<file path="src/rtl/alu_seq_if.sv">
// alu_seq_if: operation request/response handshake bundle for alu_seq.
interface alu_seq_if #(parameter int WIDTH = 16);
  logic             in_valid;
  logic             in_ready;
  logic [5:0]       opcode;
  logic             store;
  logic [WIDTH-1:0] a;
  logic [WIDTH-1:0] b;
  logic             out_valid;
  logic             out_ready;
  logic [WIDTH-1:0] result;
  logic [3:0]       flags;
  logic             wr_en;
  modport master (output in_valid, opcode, store, a, b, out_ready,
                  input  in_ready, out_valid, result, flags, wr_en);
  modport slave  (input  in_valid, opcode, store, a, b, out_ready,
                  output in_ready, out_valid, result, flags, wr_en);
endinterface

</file>
<file path="src/rtl/alu_seq.sv">
// alu_seq: clocked ALU, one op per handshake, iterative MUL/DIV/MOD, {Z,N,C,O} flags.
// Define ALU_SEQ_FAST_MUL_EN to make MUL a single-cycle combinational multiply.
module alu_seq #(
  parameter int WIDTH = 16,
  parameter int SHW   = 4
) (
  input  logic       clk,
  input  logic       rst_n,
  alu_seq_if.slave   bus
);
  localparam int M = WIDTH - 1;
  localparam logic [WIDTH-1:0] ONES = '1;
  localparam logic [WIDTH-1:0] SMAX = {1'b0, {M{1'b1}}};
  localparam logic [WIDTH-1:0] SMIN = {1'b1, {M{1'b0}}};
`ifdef ALU_SEQ_FAST_MUL_EN
  localparam bit ITER_MUL = 1'b0;
`else
  localparam bit ITER_MUL = 1'b1;
`endif
  typedef enum logic [1:0] {S_IDLE, S_MUL, S_DIV, S_DONE} state_t;
  state_t             state_q;
  logic [WIDTH-1:0]   result_q, opd_q;
  logic [3:0]         flags_q;
  logic               out_valid_q, wr_en_q, mod_q;
  logic [SHW-1:0]     cnt_q;
  logic [2*WIDTH-1:0] acc_q, acc_n, mul_n, div_n;
  logic [WIDTH:0]     add_w, sub_w, inc_w, mul_s, div_sh;
  logic [WIDTH-1:0]   res_d, div_r, fin_r;
  logic [3:0]         flg_d, fin_f;
  logic               c_d, o_d, we_d, zn_d, big_sh, div_ge, mul_it, div_it;
  logic [SHW-1:0]     sh;
  logic [SHW:0]       rsh;
`ifdef ALU_SEQ_FAST_MUL_EN
  logic [2*WIDTH-1:0] prod_w;
  assign prod_w = bus.a * bus.b;
`endif
  assign add_w  = {1'b0, bus.a} + {1'b0, bus.b};
  assign sub_w  = {1'b0, bus.a} - {1'b0, bus.b};
  assign inc_w  = {1'b0, bus.a} + (WIDTH+1)'(1);
  assign sh     = bus.b[SHW-1:0];
  assign rsh    = (SHW+1)'(WIDTH) - {1'b0, sh};
  assign big_sh = (bus.b >> SHW) != '0;
  assign mul_it = ITER_MUL && bus.opcode == 6'h11;
  assign div_it = (bus.opcode == 6'h12 || bus.opcode == 6'h13) && bus.b != '0;
  always_comb begin
    res_d = '0;
    c_d   = 1'b0;
    o_d   = 1'b0;
    we_d  = 1'b1;
    zn_d  = 1'b1;
    case (bus.opcode)
      6'h0A: begin {c_d, res_d} = add_w; o_d = bus.a[M] == bus.b[M] && add_w[M] != bus.a[M]; end
      6'h0B, 6'h18: begin
        {c_d, res_d} = sub_w;
        o_d  = bus.a[M] != bus.b[M] && sub_w[M] != bus.a[M];
        we_d = bus.opcode == 6'h0B;
      end
      6'h0C: res_d = big_sh ? '0 : bus.a >> bus.b;
      6'h0D: res_d = big_sh ? '0 : bus.a << bus.b;
      6'h0E: res_d = (bus.a >> sh) | (bus.a << rsh);
      6'h0F: res_d = (bus.a << sh) | (bus.a >> rsh);
      6'h10: begin res_d = bus.b; zn_d = 1'b0; end
`ifdef ALU_SEQ_FAST_MUL_EN
      6'h11: begin res_d = prod_w[WIDTH-1:0]; o_d = prod_w[2*WIDTH-1:WIDTH] != '0; end
`endif
      6'h12: begin res_d = ONES; o_d = 1'b1; end
      6'h13: begin res_d = bus.a; o_d = 1'b1; end
      6'h14, 6'h19: begin res_d = bus.a & bus.b; we_d = bus.opcode == 6'h14; end
      6'h15: res_d = bus.a | bus.b;
      6'h16: res_d = bus.a ^ bus.b;
      6'h17: res_d = ~bus.a;
      6'h1A: begin {c_d, res_d} = inc_w; o_d = bus.a == SMAX; end
      6'h1B: begin res_d = bus.a - 1'b1; c_d = bus.a == '0; o_d = bus.a == SMIN; end
      default: begin we_d = 1'b0; zn_d = 1'b0; end
    endcase
    flg_d = zn_d ? {res_d == '0, res_d[M], c_d, o_d} : 4'b0;
  end
  // shift-add: acc = {partial high, remaining multiplier bits}
  assign mul_s  = {1'b0, acc_q[2*WIDTH-1:WIDTH]} + {1'b0, {WIDTH{acc_q[0]}} & opd_q};
  assign mul_n  = {mul_s, acc_q[WIDTH-1:1]};
  // restoring division: acc = {remainder, dividend shifting into quotient}
  assign div_sh = acc_q[2*WIDTH-1:WIDTH-1];
  assign div_ge = div_sh >= {1'b0, opd_q};
  assign div_r  = div_ge ? WIDTH'(div_sh - {1'b0, opd_q}) : div_sh[WIDTH-1:0];
  assign div_n  = {div_r, acc_q[WIDTH-2:0], div_ge};
  assign acc_n  = state_q == S_MUL ? mul_n : div_n;
  assign fin_r  = state_q == S_DIV && mod_q ? acc_n[2*WIDTH-1:WIDTH] : acc_n[WIDTH-1:0];
  assign fin_f  = {fin_r == '0, fin_r[M], 1'b0, state_q == S_MUL && acc_n[2*WIDTH-1:WIDTH] != '0};
  always_ff @(posedge clk) begin
    if (!rst_n) begin
      state_q     <= S_IDLE;
      result_q    <= '0;
      flags_q     <= '0;
      out_valid_q <= 1'b0;
      wr_en_q     <= 1'b0;
      mod_q       <= 1'b0;
      cnt_q       <= '0;
      acc_q       <= '0;
      opd_q       <= '0;
    end else begin
      case (state_q)
        S_IDLE: if (bus.in_valid) begin
          cnt_q <= '0;
          mod_q <= bus.opcode[0];
          if (bus.store) begin
            result_q    <= bus.a;
            wr_en_q     <= 1'b1;
            out_valid_q <= 1'b1;
            state_q     <= S_DONE;
          end else if (mul_it) begin
            acc_q   <= {{WIDTH{1'b0}}, bus.b};
            opd_q   <= bus.a;
            state_q <= S_MUL;
          end else if (div_it) begin
            acc_q   <= {{WIDTH{1'b0}}, bus.a};
            opd_q   <= bus.b;
            state_q <= S_DIV;
          end else begin
            result_q    <= res_d;
            flags_q     <= flg_d;
            wr_en_q     <= we_d;
            out_valid_q <= 1'b1;
            state_q     <= S_DONE;
          end
        end
        S_MUL, S_DIV: begin
          acc_q <= acc_n;
          cnt_q <= cnt_q + 1'b1;
          if (cnt_q == SHW'(WIDTH - 1)) begin
            result_q    <= fin_r;
            flags_q     <= fin_f;
            wr_en_q     <= 1'b1;
            out_valid_q <= 1'b1;
            state_q     <= S_DONE;
          end
        end
        S_DONE: if (bus.out_ready) begin
          out_valid_q <= 1'b0;
          state_q     <= S_IDLE;
        end
        default: state_q <= S_IDLE;
      endcase
    end
  end
  assign bus.in_ready  = state_q == S_IDLE;
  assign bus.out_valid = out_valid_q;
  assign bus.result    = result_q;
  assign bus.flags     = flags_q;
  assign bus.wr_en     = wr_en_q;
endmodule

</file>
<file path="src/flat_wrapper.sv">
// flat-port wrapper written by rule: the top's interface ports become plain ports
module alu_seq_flat 
#(
  parameter int WIDTH = 16,
  parameter int SHW   = 4
)
  (clk, rst_n, bus_in_valid, bus_opcode, bus_store, bus_a, bus_b, bus_out_ready, bus_in_ready, bus_out_valid, bus_result, bus_flags, bus_wr_en);
  alu_seq_if #(.WIDTH(WIDTH)) bus_i ();
  input  logic clk;
  input  logic rst_n;
  input wire logic [$bits(bus_i.in_valid)-1:0] bus_in_valid;
  input wire logic [$bits(bus_i.opcode)-1:0] bus_opcode;
  input wire logic [$bits(bus_i.store)-1:0] bus_store;
  input wire logic [$bits(bus_i.a)-1:0] bus_a;
  input wire logic [$bits(bus_i.b)-1:0] bus_b;
  input wire logic [$bits(bus_i.out_ready)-1:0] bus_out_ready;
  output wire logic [$bits(bus_i.in_ready)-1:0] bus_in_ready;
  output wire logic [$bits(bus_i.out_valid)-1:0] bus_out_valid;
  output wire logic [$bits(bus_i.result)-1:0] bus_result;
  output wire logic [$bits(bus_i.flags)-1:0] bus_flags;
  output wire logic [$bits(bus_i.wr_en)-1:0] bus_wr_en;
  assign bus_i.in_valid = bus_in_valid;
  assign bus_i.opcode = bus_opcode;
  assign bus_i.store = bus_store;
  assign bus_i.a = bus_a;
  assign bus_i.b = bus_b;
  assign bus_i.out_ready = bus_out_ready;
  assign bus_in_ready = bus_i.in_ready;
  assign bus_out_valid = bus_i.out_valid;
  assign bus_result = bus_i.result;
  assign bus_flags = bus_i.flags;
  assign bus_wr_en = bus_i.wr_en;
  alu_seq #(.WIDTH(WIDTH), .SHW(SHW)) u_core (.clk(clk), .rst_n(rst_n), .bus(bus_i));
endmodule
</file>
<file path="config.mk">
export PLATFORM = sky130hd
export DESIGN_NAME = alu_seq_flat
export DESIGN_NICKNAME = d
export VERILOG_FILES = /design/src/rtl/alu_seq_if.sv /design/src/rtl/alu_seq.sv /design/src/flat_wrapper.sv
export SDC_FILE = /design/constraint.sdc
export NUM_CORES = 1
export LEC_CHECK = 0
export BUFFER_PORTS_ARGS = -buffer_cell sky130_fd_sc_hd__buf_4
export CORE_MARGIN = 3
export CORE_UTILIZATION = 29
export DETAILED_ROUTE_END_ITERATION = 12
export SETUP_SLACK_MARGIN = 0.3
export SKIP_CTS_REPAIR_TIMING = 1
export SLEW_MARGIN = 20
export SYNTH_ARGS = -nofsm -noshare
export SYNTH_HDL_FRONTEND = slang
export SYNTH_SLANG_ARGS = --single-unit
</file>
<file path="constraint.sdc">
create_clock -name clk -period 3.6 [get_ports clk]
set_input_delay 0.18 -clock clk [delete_from_list [all_inputs] [get_ports clk]]
set_output_delay 0.18 -clock clk [all_outputs]
set_load 0.01 [all_outputs]
</file>
# Yosys cells after proc, flatten, opt, wreduce, memory -nomap -nowiden

Cells that the tools add are included.

Flip-flop bits (word level): 77
Input port bits: 43
Output and inout port bits: 23
Logic and storage cells: 149

Add/subtract/negate cells: 8
Order comparisons: 1
Eq/ne operators: 37
Shift operators: 6
Multiplexer cells: 51
Bitwise operators: 8
Reduce and logical (&&, ||, !) cells: 29

Operators with widths:

| kind                  | number |
|---|---|
| $pmux 16 s15          | 1 |
| $mux 16               | 11 |
| $mux 32               | 5 |
| $eq 6x5->1 const B    | 12 |
| $pmux 32 s2           | 1 |
| $logic_not 16->1      | 3 |
| $or 16x16->16         | 3 |
| $reduce_bool 16->1    | 3 |
| $eq 6x4->1 const B    | 6 |
| $add 16x16->17        | 2 |
| $and 16x16->16        | 2 |
| $pmux 16 s2           | 1 |
| $mux 4                | 7 |
| $add 16x1->17 const B | 1 |
| $ge 17x16->1          | 1 |
| $sub 16x16->17        | 1 |
| $eq 16x15->1 const B  | 1 |
| $eq 16x16->1 const B  | 1 |
| $not 16->16           | 1 |
| $pmux 4 s2            | 2 |
| $reduce_or 16->1      | 1 |
| $shl 16x16->16        | 1 |
| $shl 16x4->16         | 1 |
| $shl 16x5->16         | 1 |
| 36 further kinds      | 71 |

# Longest topological paths before layout

Depth in word-level cells: 11
Gate-level depth with buffers: 17
Gate-level depth less buffers: 14

# Worst setup path before layout

OpenSTA, ideal clock, no wires.

Kind: input to register
Start: input bus_b[1]
End: register u_core.flags_q[3] (netlist: u_core.bus.flags[3])
Library setup time: 0.074 ns
Arrival time: 3.453 ns
Required time: 3.526 ns
Slack: 0.073 ns
Stages on the path: 13
Buffers on the path: 1
Path through: inv_2 > buf_1 > ha_1 > or2_2 > a221oi_1 > o221ai_1 > a211oi_1 > o21ai_0 > a221oi_1 > o221ai_1 > a2111oi_0 > nand4b_1 > a31oi_1

Longest elaborated chain between the ends: 11
Elaborated cells between the ends (all ways): 28
Classes of those cells: add/sub: 3; eq/ne: 1; shift: 6; mux: 9; bitwise: 5; reduce/logical: 4

RTL lines:

| what                                           | RTL line                     | RTL |
|---|---|---|
| start: declaration                             | flat_wrapper.sv:15           | `input wire logic [$bits(bus_i.b)-1:0] bus_b;` |
| $sub 5x4->5                                    | alu_seq.sv:41                | `assign rsh = (SHW+1)'(WIDTH) - {1'b0, sh};` |
| $shr 16x5->16 or $shl 16x5->16 (tied branches) | alu_seq.sv:61, alu_seq.sv:60 |  |
| $or 16x16->16 (on tied branches)               | alu_seq.sv:61, alu_seq.sv:60 |  |
| $pmux 16 s15                                   | alu_seq.sv:51                | `case (bus.opcode)` |
| $logic_not 16->1                               | alu_seq.sv:76                | `flg_d = zn_d ? {res_d == '0, res_d[M], c_d, o_d} : 4'b0;` |
| $mux 4                                         | alu_seq.sv:76                |  |
| $mux 4                                         | alu_seq.sv:114               | `end else if (div_it) begin` |
| $mux 4                                         | alu_seq.sv:110               | `end else if (mul_it) begin` |
| $mux 4                                         | alu_seq.sv:105               | `if (bus.store) begin` |
| $mux 4                                         | alu_seq.sv:102               | `S_IDLE: if (bus.in_valid) begin` |
| $pmux 4 s2                                     | alu_seq.sv:101               | `case (state_q)` |
| end signal: assignment                         | alu_seq.sv:120               | `flags_q <= flg_d;` |
| end signal: assignment                         | alu_seq.sv:131               | `flags_q <= fin_f;` |
| end: declaration                               | alu_seq.sv:23                | `logic [3:0] flags_q;` |

Parallel ways exist; a longest one is shown, timed or not. The select of a mux whose other input is x is not followed.
A chain may end at the register's enable or synchronous reset.

# Worst setup path after layout

Start: register u_core.opd_q[5]
End: register u_core.flags_q[3] (netlist: u_core.bus.flags[3])

Longest elaborated chain between the ends: 7
Elaborated cells between the ends (all ways): 10
Classes of those cells: add/sub: 2; order compare: 1; mux: 5; bitwise: 1; reduce/logical: 1

RTL lines:

| what                                      | RTL line                     | RTL |
|---|---|---|
| start: declaration                        | alu_seq.sv:22                | `logic [WIDTH-1:0] result_q, opd_q;` |
| start signal: assignment                  | alu_seq.sv:112               | `opd_q <= bus.a;` |
| start signal: assignment                  | alu_seq.sv:116               | `opd_q <= bus.b;` |
| $and 16x16->16 (tied with other cells)    | alu_seq.sv:79                | `assign mul_s = {1'b0, acc_q[2*WIDTH-1:WIDTH]} + {1'b0, {WIDTH{acc_q[0]}} & opd_q};` |
| $add 16x16->17 or $mux 16 (tied branches) | alu_seq.sv:79, alu_seq.sv:84 |  |
| $mux 32 (*)                               | alu_seq.sv:86                | `assign acc_n = state_q == S_MUL ? mul_n : div_n;` |
| $mux 16 (*)                               | alu_seq.sv:87                | `assign fin_r = state_q == S_DIV && mod_q ? acc_n[2*WIDTH-1:WIDTH] : acc_n[WIDTH-1:0];` |
| $logic_not 16->1 (*)                      | alu_seq.sv:88                | `assign fin_f = {fin_r == '0, fin_r[M], 1'b0, state_q == S_MUL && acc_n[2*WIDTH-1:WIDTH] != '0};` |
| $mux 4 (*)                                | alu_seq.sv:129               | `if (cnt_q == SHW'(WIDTH - 1)) begin` |
| $pmux 4 s2 (*)                            | alu_seq.sv:101               |  |

Mark *: on every way between the ends. The rest lies on a longest branch, timed or not. The select of a mux whose other input is x is not followed.

==> results by group <==
STA
  – Unrepaired setup endpoints after global routing: yes
  – Setup TNS: 0 ps
  – Hold slack: 130.1 ps
  – Rel. slew slack: 26.21%
  – Final period util: 95.19%
  – Hold Vio Cnt, Final: 0
  – Clock skew: 11.63 ps
  – Setup WS post-layout: 173.2 ps
  – Max Slew Vio Count: 0
  – Worst slew pin tran: 1097 ps
  – Tmin final: 3427 ps
  – Final setup vio count: 0
  – Achievable Freq: 291.8 MHz

Finish
  – Non-filler instance count after layout: 2760
  – Area growth from synthesis to final layout: 33.22%
  – Most frequent cells in the layout: buf_4, nor2_1, nand2_1, a21oi_1, inv_1
  – Fillers: 4703
  – Multi-input logic area: 11090 um2
  – Register area: 1559 um2
  – Layout Utilization: 39.57%
  – Share of cells above drive strength 1: 30.00%
  – Nets: 2299
  – Leading cell type in the layout, fill and taps excluded: buf_4

Global routing
  – Overflow after GRT: 0
  – First-pass GRT wire length: 104300 um
  – Antenna violations before repair: 1
  – Largest net degree at the start of global routing: 49
  – GRT Total Usage: 28.66%
  – Number of global-route vias before repair: 16010

Clocking
  – Clk Latency, worst-skew pair: 360 ps
  – Clock slew at reported path FFs: 70 ps
  – Clk buf depth: 2
  – Clock Sinks: 77
  – Total CTS buffers: 9
  – CTS Root Buffer Type: clkbuf_16
  – CTS tree: built
  – Max H-tree Level: 3

Pwr
  – Power density over the cells: 433.5 nW/um2
  – VDD IR max: 0.4286 mV
  – Leakage power: 7.366 nW

Worst hold path
  – Hold Path End: u_core.bus.result[1]
  – HP Start: rst_n
  – Type of the worst min-delay path: input port to flop
  – WHS Path Cells: 2

Yosys
  – Synth Area per Inst: 7.169 um2
  – Ys flop type: dfxtp_1
  – Unique masters post-synth: 99
  – Synth area leader: dfxtp_1
  – Yosys reg bits: 77
  – Post-Synthesis Net Count: 1989
  – Synth Area in XOR/XNOR: 2.111%
  – Adder-Cell Fraction of Synth Area: 9.084%
  – Synth Area in Compound Gates: 32.91%
  – Post-synthesis mux area share: 12.50%
  – Async set-reset flop share out of synthesis: 0%
  – Combinational family with the most area after synthesis: compound AO/OA/AOI/OAI gates
  – Area contributors post-synth: dfxtp_1, ha_1, nor2_1, mux4_2, a21oi_1
  – Mapped Cells: 1852
  – Post-synthesis cell area: 13280 um2
  – Yosys top cell area share: 11.61%
  – Register area share after synthesis: 11.61%
  – Ys Warns: 0
  – Simple-gate share of the synthesized area: 23.83%
  – Post-synth EDFFs: 0

Worst setup path
  – Flop-to-flop setup slack: 170 ps
  – Worst reg2reg path endpoint: u_core.bus.flags[3]
  – Worst path arrival time: 3720 ps
  – Startpoint types: flop
  – R2R cell count: 14
  – CP Class: flop to flop
  – Worst endpoint required time: 3890 ps
  – CP Capture Type: flop
  – Reg-to-reg startpoint: u_core.opd_q[5]
  – Crit-path max FO: 7

Placement
  – DP Cell Count: 2733
  – Dpl ws: -155.9 ps
  – DP HPWL: 57610 um
  – PortBufs: 65
  – GPL Wtd Cong: 1.078

Route
  – Via Count: 16930
  – TritonRoute pass-1 iters: 6
  – Number of vias per cell: 6.133
  – Routed wire per std cell: 25.94 um
  – Post-route ant nets: 0
  – Drt total wl: 71600 um
  – DRC errors left: 0
  – Initial DRC count: 2254

Floorplanning
  – DIE AREA: 48390 um2
  – Core box area: 44700 um2
  – Cell Rows: 77
  – Die height: 220.0 um
  – I/O pins: 66
  – Initial core utilization: 29.70%
  – Die Wd: 220.0 um

Run
  – Max_cap viols: 0

Status
  – Outcome: finished clean
[state kept, by name (all words and copies together) (netlist names)]
register / cells
u_core.state_q: 2
u_core.opd_q: 16
u_core.bus.out_valid: 1
u_core.acc_q: 32
u_core.cnt_q: 4
u_core.bus.wr_en: 1
u_core.bus.flags: 4
u_core.bus.result: 16
u_core.mod_q: 1
[critical path: stages, from the launching register on]
cell	delay, ps
dfxtp_1	350
inv_1	70
ha_1	380
a21oi_2	210
a21boi_2	100
nor3_2	360
buf_4	200
o21a_4	190
o311ai_0	200
a311oi_1	320
buf_4	170
a21oi_1	90
nor4_2	250
nand4_1	260
a31oi_1	200
[how the worst max path moves through the flow]
| stage | from | endpoint |
|---|---|---|
| global placement | u_core.acc_q[15] | u_core.bus.flags[3] |
| global route | u_core.opd_q[5] | u_core.bus.flags[3] |
| floorplan | bus_b[2] | u_core.bus.flags[3] |
| finish | u_core.opd_q[5] | u_core.bus.flags[3] |
| detailed placement | u_core.acc_q[15] | u_core.bus.flags[3] |
| CTS | u_core.acc_q[15] | u_core.bus.flags[3] |
[per-stage QoR]
stage / instance area [um2] / total power [mW]
5_1_grt: 17690 / 8.098
2_1_floorplan: 13290 / 4.154
6_report: 17690 / 7.669
3_5_place_dp: 16880 / 6.232
3_3_place_gp: 16850 / 6.155
4_1_cts: 17180 / 7.223
[kinds of logic after synthesis]
| group | Yosys count |
|---|---|
| AOI/OAI and AO/OA | 620 |
| xor gates and xnor gates | 32 |
| adders and majority gates | 94 |
| buffers and inverters | 252 |
| DFF | 77 |
| muxes | 123 |
| and+or+nand+nor | 654 |
[metal layers]
| metal | track usage, % | part of all wire, % | wire length [um] |
|---|---|---|---|
| met4 | 14.42 | 5.9 | 4191 |
| met5 | 0 | 0 | 0 |
| met1 | 37.89 | 41 | 29500 |
| met3 | 3.806 | 8.6 | 6184 |
| met2 | 45.73 | 44 | 31720 |
[power by group]
group | internal [mW] | total (mW) | switching (mW)
Combinational | 2.40 | 5.51 | 3.10
Clock | 0.548 | 0.981 | 0.434
Sequential | 1.04 | 1.18 | 0.144
Total | 3.99 | 7.67 | 3.68
[cell usage after synthesis (22+ instances only)]
library cell	instances
a211oi_1	66
o21ai_0	91
ha_1	90
nand3_1	44
a311oi_1	27
and2_1	31
xnor2_1	22
dfxtp_1	77
nor2_1	206
a21o_1	25
o211ai_1	35
a31oi_1	22
mux2_2	31
a21oi_1	135
mux2i_1	60
mux4_2	31
nor4_1	28
inv_1	87
nand2_1	164
buf_2	24
nor3_1	59
o22ai_1	22
clkbuf_1	108
[area by class of cell]
type,count,share of cell area (%)
diodes,1,0.01415
clock buffers,9,1.273
clock inverters,7,0.4527
inverters,94,1.995
multi-input cells,1523,62.68
flip-flops and latches,77,8.814
well taps,592,4.188
repair buffers,457,20.58
Power figures use the tool's default switching activity.
